### src/rtl/uart_rx_ctrl.sv
// rtl/uart_rx_ctrl.sv - UART receive controller: baud generator, frame-config shadow, receive FIFO
// Shadowed config only reloads between frames so the receiver never sees a mid-frame change.
module uart_rx_ctrl #(
    parameter int DIV_W = 16,
    parameter int DEPTH = 4
) (
    input  logic                     clk,
    input  logic                     rst_n,
    input  logic [DIV_W-1:0]         cfg_baud_div,
    input  logic                     cfg_data_size,
    input  logic                     cfg_parity_en,
    input  logic                     cfg_stop_bit_size,
    input  logic [1:0]               cfg_parity_mode,
    output logic                     clk_uart,
    input  logic                     uart_enable,
    output logic                     data_size,
    output logic                     parity_en,
    output logic                     stop_bit_size,
    output logic [1:0]               parity_mode,
    input  logic [7:0]               rx_data,
    input  logic                     rx_error_parity,
    input  logic                     rx_error_frame,
    input  logic                     rx_ready,
    input  logic                     rx_newData,
    output logic                     rd_valid,
    input  logic                     rd_ready,
    output logic [7:0]               rd_data,
    output logic                     rd_perr,
    output logic                     rd_ferr,
    output logic [$clog2(DEPTH):0]   fifo_count,
    output logic                     overflow,
    input  logic                     overflow_clr
);
    localparam int PTR_W = $clog2(DEPTH);
    localparam int CNT_W = PTR_W + 1;

    logic [DIV_W-1:0] baud_div_q;
    logic             data_size_q, parity_en_q, stop_bit_size_q;
    logic [1:0]       parity_mode_q;
    logic             load_cfg;

    logic [DIV_W-1:0] cnt_q, cnt_d;
    logic             clk_uart_q, clk_uart_d;

    logic [9:0]       mem_q [DEPTH];
    logic [PTR_W-1:0] wr_ptr_q, wr_ptr_d, rd_ptr_q, rd_ptr_d;
    logic [CNT_W-1:0] count_q, count_d;
    logic             ovf_q, ovf_d;
    logic             full, push, pop, ovf_set;
    logic [9:0]       head;

    assign load_cfg = rx_ready & ~uart_enable;

    always_ff @(posedge clk or negedge rst_n) begin
        if (!rst_n) begin
            baud_div_q      <= '0;
            data_size_q     <= 1'b0;
            parity_en_q     <= 1'b0;
            stop_bit_size_q <= 1'b0;
            parity_mode_q   <= 2'b00;
        end else if (load_cfg) begin
            baud_div_q      <= cfg_baud_div;
            data_size_q     <= cfg_data_size;
            parity_en_q     <= cfg_parity_en;
            stop_bit_size_q <= cfg_stop_bit_size;
            parity_mode_q   <= cfg_parity_mode;
        end
    end

    // Each half bit lasts baud_div+1 cycles; the counter restarts from 0 on every enable.
    always_comb begin
        cnt_d      = cnt_q;
        clk_uart_d = clk_uart_q;
        if (!uart_enable) begin
            cnt_d      = '0;
            clk_uart_d = 1'b0;
        end else if (cnt_q == baud_div_q) begin
            cnt_d      = '0;
            clk_uart_d = ~clk_uart_q;
        end else begin
            cnt_d = cnt_q + DIV_W'(1);
        end
    end

    always_ff @(posedge clk or negedge rst_n) begin
        if (!rst_n) begin
            cnt_q      <= '0;
            clk_uart_q <= 1'b0;
        end else begin
            cnt_q      <= cnt_d;
            clk_uart_q <= clk_uart_d;
        end
    end

    // A pop in the same cycle frees a slot, so a push into a full FIFO still lands.
    always_comb begin
        full     = (count_q == CNT_W'(DEPTH));
        pop      = (count_q != '0) & rd_ready;
        push     = rx_newData & (~full | pop);
        ovf_set  = rx_newData & full & ~pop;
        wr_ptr_d = push ? wr_ptr_q + PTR_W'(1) : wr_ptr_q;
        rd_ptr_d = pop  ? rd_ptr_q + PTR_W'(1) : rd_ptr_q;
        count_d  = count_q;
        if (push && !pop) begin
            count_d = count_q + CNT_W'(1);
        end else if (pop && !push) begin
            count_d = count_q - CNT_W'(1);
        end
        ovf_d = ovf_set | (ovf_q & ~overflow_clr);
    end

    always_ff @(posedge clk or negedge rst_n) begin
        if (!rst_n) begin
            wr_ptr_q <= '0;
            rd_ptr_q <= '0;
            count_q  <= '0;
            ovf_q    <= 1'b0;
        end else begin
            wr_ptr_q <= wr_ptr_d;
            rd_ptr_q <= rd_ptr_d;
            count_q  <= count_d;
            ovf_q    <= ovf_d;
        end
    end

    always_ff @(posedge clk) begin
        if (push) begin
            mem_q[wr_ptr_q] <= {rx_error_frame, rx_error_parity, rx_data};
        end
    end

    assign head          = mem_q[rd_ptr_q];
    assign rd_data       = head[7:0];
    assign rd_perr       = head[8];
    assign rd_ferr       = head[9];
    assign rd_valid      = (count_q != '0);
    assign fifo_count    = count_q;
    assign overflow      = ovf_q;
    assign clk_uart      = clk_uart_q;
    assign data_size     = data_size_q;
    assign parity_en     = parity_en_q;
    assign stop_bit_size = stop_bit_size_q;
    assign parity_mode   = parity_mode_q;

endmodule

### config.mk
export PLATFORM = sky130hd
export DESIGN_NAME = uart_rx_ctrl
export DESIGN_NICKNAME = d
export VERILOG_FILES = /design/src/rtl/uart_rx_ctrl.sv
export SDC_FILE = /design/constraint.sdc
export NUM_CORES = 1
export LEC_CHECK = 0
export ABC_CLOCK_PERIOD_IN_PS = 5450
export BUFFER_PORTS_ARGS = -buffer_cell sky130_fd_sc_hd__clkbuf_2
export CAP_MARGIN = 20
export CORE_MARGIN = 2
export CORE_UTILIZATION = 40
export CTS_BUF_LIST = sky130_fd_sc_hd__clkbuf_4
export DETAILED_ROUTE_END_ITERATION = 12
export PLACE_DENSITY_LB_ADDON = 0.2
export SYNTH_ARGS = -nofsm -noshare
export SYNTH_HDL_FRONTEND = slang
export SYNTH_SLANG_ARGS = --single-unit
### constraint.sdc
create_clock -name clk -period 5.45 [get_ports clk]
set_input_delay 0.545 -clock clk [delete_from_list [all_inputs] [get_ports clk]]
set_output_delay 0.545 -clock clk [all_outputs]
set_load 0.05 [all_outputs]
# Word-level counts from Yosys, hierarchy flattened
# Memories as Yosys holds them, arrays and structs flattened.
# Cells that the tools add are included.
# word_totals
mem_bits_ro	0
input_bits	38
latchBits	0
wordCells	47
mem_bits_rw	40
register_bits	46
output_inout_bits	21
memories	1
# classes
n_div	0
mul	0
order_cmp	0
shift	0
muxes	8
n_bitwise	13
n_eq_ne	3
addsub	5
n_reduce_logical	6
# memory_table
name	depth	word_bits	read_ports	rd_ports_with_merged_regs	wr	line_no	text
mem_q	4	10	1	0	1	45	logic [9:0] mem_q [DEPTH];
# op_table
op	count
$mux 16	2
$add 16x1->16 const B	1
$eq 16x16->1	1
$and 1x1->1	6
$mux 3	2
$not 1->1	5
$add 2x1->2 const B	2
$mux 1	4
$add 3x1->3 const B	1
$eq 3x3->1 const B	1
$reduce_bool 3->1	1
$sub 3x1->3 const B	1
$logic_and 1x1->1	2
$logic_not 1->1	2
$ne 2x1->1 const B	1
$or 1x1->1	2
$reduce_bool 2->1	1

# Depth between registers and ports, before layout
# depth
word_depth	8
mapped_depth	9
depth_no_buf	8

# Least setup slack after synthesis
# No wires, ideal clock.
# synth_timing
kind	reg-to-reg
from	reg count_q[0], in the netlist fifo_count[0]
to	reg count_q[2], in the netlist fifo_count[2]
stages_incl_launch_ff	9
path_buffers	0
synth_period_minus_slack_ps	2556
t_arrival_ps	2474
path_slack_ps	2894
setup_ps	82
path_cell_list	dfrtp_1 -> or3_1 -> nand2_1 -> ha_1 -> inv_1 -> fa_1 -> xor2_1 -> nor2_1 -> xor2_1
# synth_between
elab_chain_cells	7
elab_cells_between_ends	15
# synth_rtl
item	line_no	text
start, declared	47	logic [CNT_W-1:0] count_q, count_d;
start signal, assigned	121	count_q <= count_d;
$reduce_bool 3->1 *	-	
named net rd_valid	25	output logic rd_valid,
$and 1x1->1 *	98	pop = (count_q != '0) & rd_ready;
$or 1x1->1	99	push = rx_newData & (~full | pop);
$and 1x1->1	99	
$logic_not 1->1	106	end else if (pop && !push) begin
$logic_and 1x1->1	106	
$reduce_bool 2->1 (no line)	-	
# Mark *: on every way through the listed nets, which the timed path passes. The rest lies on a longest branch. The select of a mux whose other input is x is not followed.
# A chain may end at the register's enable or synchronous reset.

# Worst setup path in the final report
# layout_timing
from	reg rd_ptr_q[0]
to	out rd_data[5]
# layout_between
elab_chain_cells	1
# layout_rtl
item	line_no	text
start, declared	46	logic [PTR_W-1:0] wr_ptr_q, wr_ptr_d, rd_ptr_q, rd_ptr_d;
start signal, assigned	120	rd_ptr_q <= rd_ptr_d;
$mem_v2 4x10	-	
end, declared	27	output logic [7:0] rd_data,
# Every way passes these cells.

==> metrics.md <==
| Metric | Value |
|---|---|
| Outcome | complete, no violations |
| Die width | 100 um |
| Hold Crit Class | in2async |
| Post-Synth XOR/XNOR Area | 8.76% |
| Initial antenna violation count | 0 |
| Ys async rst share | 53.5% |
| Initial DRC count | 31 |
| Worst hold slack | 0.162 ns |
| Distinct cell type count after synthesis | 30 |
| CTS tree | yes |
| Core Footprint | 9110 sq um |
| Post-Place Cells | 403 |
| Clock Path Buffers | 2 |
| Simple-gate share of the synthesized area | 8.29% |
| Clock Power Share | 18.0% |
| Syn avg cell area | 15.2 sq um |
| Max_cap viols | 0 |
| H-Tree Level Count | 3 |
| Tot GR Track Use | 13.6% |
| PwrDens | 439 nW/um^2 |
| Static Leak | 1.65 nW |
| Final GP Congestion | 0.736 |
| Post-synth EDFFs | 40 |
| Avg WL per Cell | 14.5 um |
| Crit Path Max Fanout | 12 |
| Vias in the first global route | 1972 |
| Drt drc | 0 |
| Final period utilization | 49.0% |
| Switching pwr | 0.730 mW |
| Port Buffers | 58 |
| Die Span Y | 100 um |
| Drt pass-1 iters | 4 |
| Compound-gate portion of the synthesized area | 1.02% |
| Synth-to-layout area growth | 14.1% |
| CTS resizes | 0 |
| Slew margin rel. | 39.7% |
| P_int | 1.11 mW |
| First-pass GRT wire length | 10.2 mm |
| Post-route setup TNS | 0 ns |
| Post-CTS Hold Fix Bufs | 0 |
| Max Slew Vio Count | 0 |
| Fin. Hold Viols | 0 |
| Largest family of logic cells by synthesized area | multiplexers |
| CTS buffer count | 9 |
| CTS root buffer | clkbuf_4 |
| CP Class | reg2out |
| Mean number of vias per cell | 4.81 |
| Slew @ Worst Pin | 0.901 ns |
| Post-route ant nets | 0 |
| Reg area | 2350 sq um |
| Clock latency on the worst-skew pair | 0.44 ns |
| VDD IR max | 0.000157 V |
| Largest net degree at the start of global routing | 47 |
| CTS sink count | 86 |
| Combinational share of power | 33.6% |
| Post-Syn Nets | 287 |
| Fin cells | 420 |
| Synth Area in Adders | 2.58% |
| Sw frac | 39.6% |
| # diodes | 0 |
| Sequential area share after synthesis | 63.8% |
| Number of top-level pins | 59 |
| Filler cells | 850 |
| Initial Util | 40.5% |
| Fmax | 375 MHz |
| FF+latch count, synth | 86 |
| Drt total wl | 6.07 mm |
| Multi-input gate area | 1250 sq um |
| RSZ-0062 raised after global routing | no |
| Synth Cell Area | 3680 sq um |
| Setup crit end kind | output pin |
| GR Overflow Total | 0 |
| Most common flop cell mapped by yosys | dfrtp_1 |
| Worst setup SP type | flop |
| Flop pwr share | 48.4% |
| Critical Path AT | 2.12 ns |
| CTS clk-pin slew, worst paths | 0.15 ns |
| DIE AREA | 10000 sq um |
| # rows | 35 |
| Setup-failing EPs final | 0 |
| Mux cell area share after synthesis | 13.1% |
| CP Data Required Time | 4.91 ns |
| Setup repair bufs after CTS | 0 |
| Cells after Synth | 242 |
| Yosys warns | 0 |
| Final worst path period need | 2.67 ns |
| DP HPWL | 4.17 mm |
| Final Net Count | 349 |
| Share of post-route cells with drive strength above 1 | 36.2% |
| Vias | 2021 |
| Layout Skew | 0.0201 ns |
## layer usage
metal	routed length (um)	up-vias	GRT usage, %
met4	131	0	6.95
met2	2780	37	19.4
met3	191	10	2.92
li1	-	989	-
met5	0	-	0
met1	2970	985	19.6
## logic make-up (layout without fill, tap and decap cells)
family,after synthesis,in the layout
flip-flops,86,86
AND/OR/NAND/NOR,60,60
XOR/XNOR,36,36
multiplexers,33,33
buffers and inverters,17,84
adder cells (fa/ha/maj),7,7
AO/OA/AOI/OAI,3,3
## area by class of cell
type	instances	share of cell area, %
Sequential cell	86	56.0
Clock buffer	9	1.61
Inverter	8	0.714
Clock inverter	7	1.34
Tap cell	111	3.30
Multi-Input combinational cell	139	29.6
Timing Repair Buffer	60	7.44
## placed cells by master, fill, tap and decap left out
cell type,count
clkbuf_2,58
dfrtp_1,46
edfxtp_1,40
xnor2_1,31
mux2_2,22
nor2_1,20
mux4_2,10
clkbuf_4,9
inv_1,8
nand2_1,8
nand3_1,7
ha_1,6
nand4_1,5
nor3_1,5
nor4_1,4
xor2_1,4
and2_1,4
nand4_2,2
o21ai_0,2
clkinvlp_4,2
inv_6,2
xnor2_2,1
o41ai_4,1
or3_1,1
nor4b_1,1
nor2b_1,1
nor2b_2,1
nand2b_1,1
mux2i_1,1
fa_1,1
clkinv_1,1
clkinv_4,1
inv_8,1
buf_8,1
buf_4,1
## power groups by stage
stage | registers [mW] | logic, mW | clock network, mW
finish | 0.893 | 0.619 | 0.332
global route | 0.913 | 0.664 | 0.376
CTS | 0.898 | 0.629 | 0.348
detailed placement | 0.912 | 0.628 | 0
global placement | 0.909 | 0.621 | 0
floorplan | 0.922 | 0.468 | 0
## state kept, by name, summed over array words and instances (netlist names)
signal and flops:
baud_div_q 16, clk_uart 1, cnt_q 16, data_size 1
fifo_count 3, mem_q 40, overflow 1, parity_en 1
parity_mode 2, rd_ptr_q 2, stop_bit_size 1, wr_ptr_q 2
## Yosys cell counts, drive strengths merged, types with 2 or more instances
library cell	count	share of area (%)
nor3	5	0.68
edfxtp	40	33
nor4	4	0.68
xor2	4	0.95
nor2b	2	0.34
inv	8	0.81
and2	4	0.68
nand2	8	0.81
mux2	22	6.7
xnor2	32	7.8
nor2	20	2.0
dfrtp	46	31
buf	5	1.2
o21ai	2	0.27
nand3	7	0.95
clkbuf	4	0.44
nand4	7	1.5
ha	6	2.0
mux4	10	6.1
## metrics by stage
stage	util (%)	worst slack, ns	area, sq um	total power [mW]
after floorplan	-	2.89	3680	1.39
after global placement	44.6	3.19	4070	1.53
after detailed placement	44.6	3.15	4070	1.54
after CTS	46.0	2.71	4190	1.87
after global routing	46.2	2.63	4200	1.95
final	46.2	2.78	4200	1.84
## final timing paths
| check | from | end | slack, ns | depth (start not counted) |
|---|---|---|---|---|
| max in group asynchronous | rst_n | baud_div_q[2] | 4.87 | 2 |
| setup / recovery | rd_ptr_q[0] | rd_data[5] | 2.78 | 2 |
| hold / removal | rst_n | parity_mode[1] | 0.16 | 2 |
| hold reg to reg | parity_en | parity_en | 0.52 | 1 |
| min in group clk | overflow_clr | overflow | 0.28 | 2 |
| setup reg to reg | fifo_count[2] | fifo_count[2] | 3.28 | 8 |
## worst max-delay path: stages (launching register included)
cell      delay, ns
dfrtp_1        0.84
mux4_2         0.59
clkbuf_2       0.25
(Power assumes the default switching activity.)
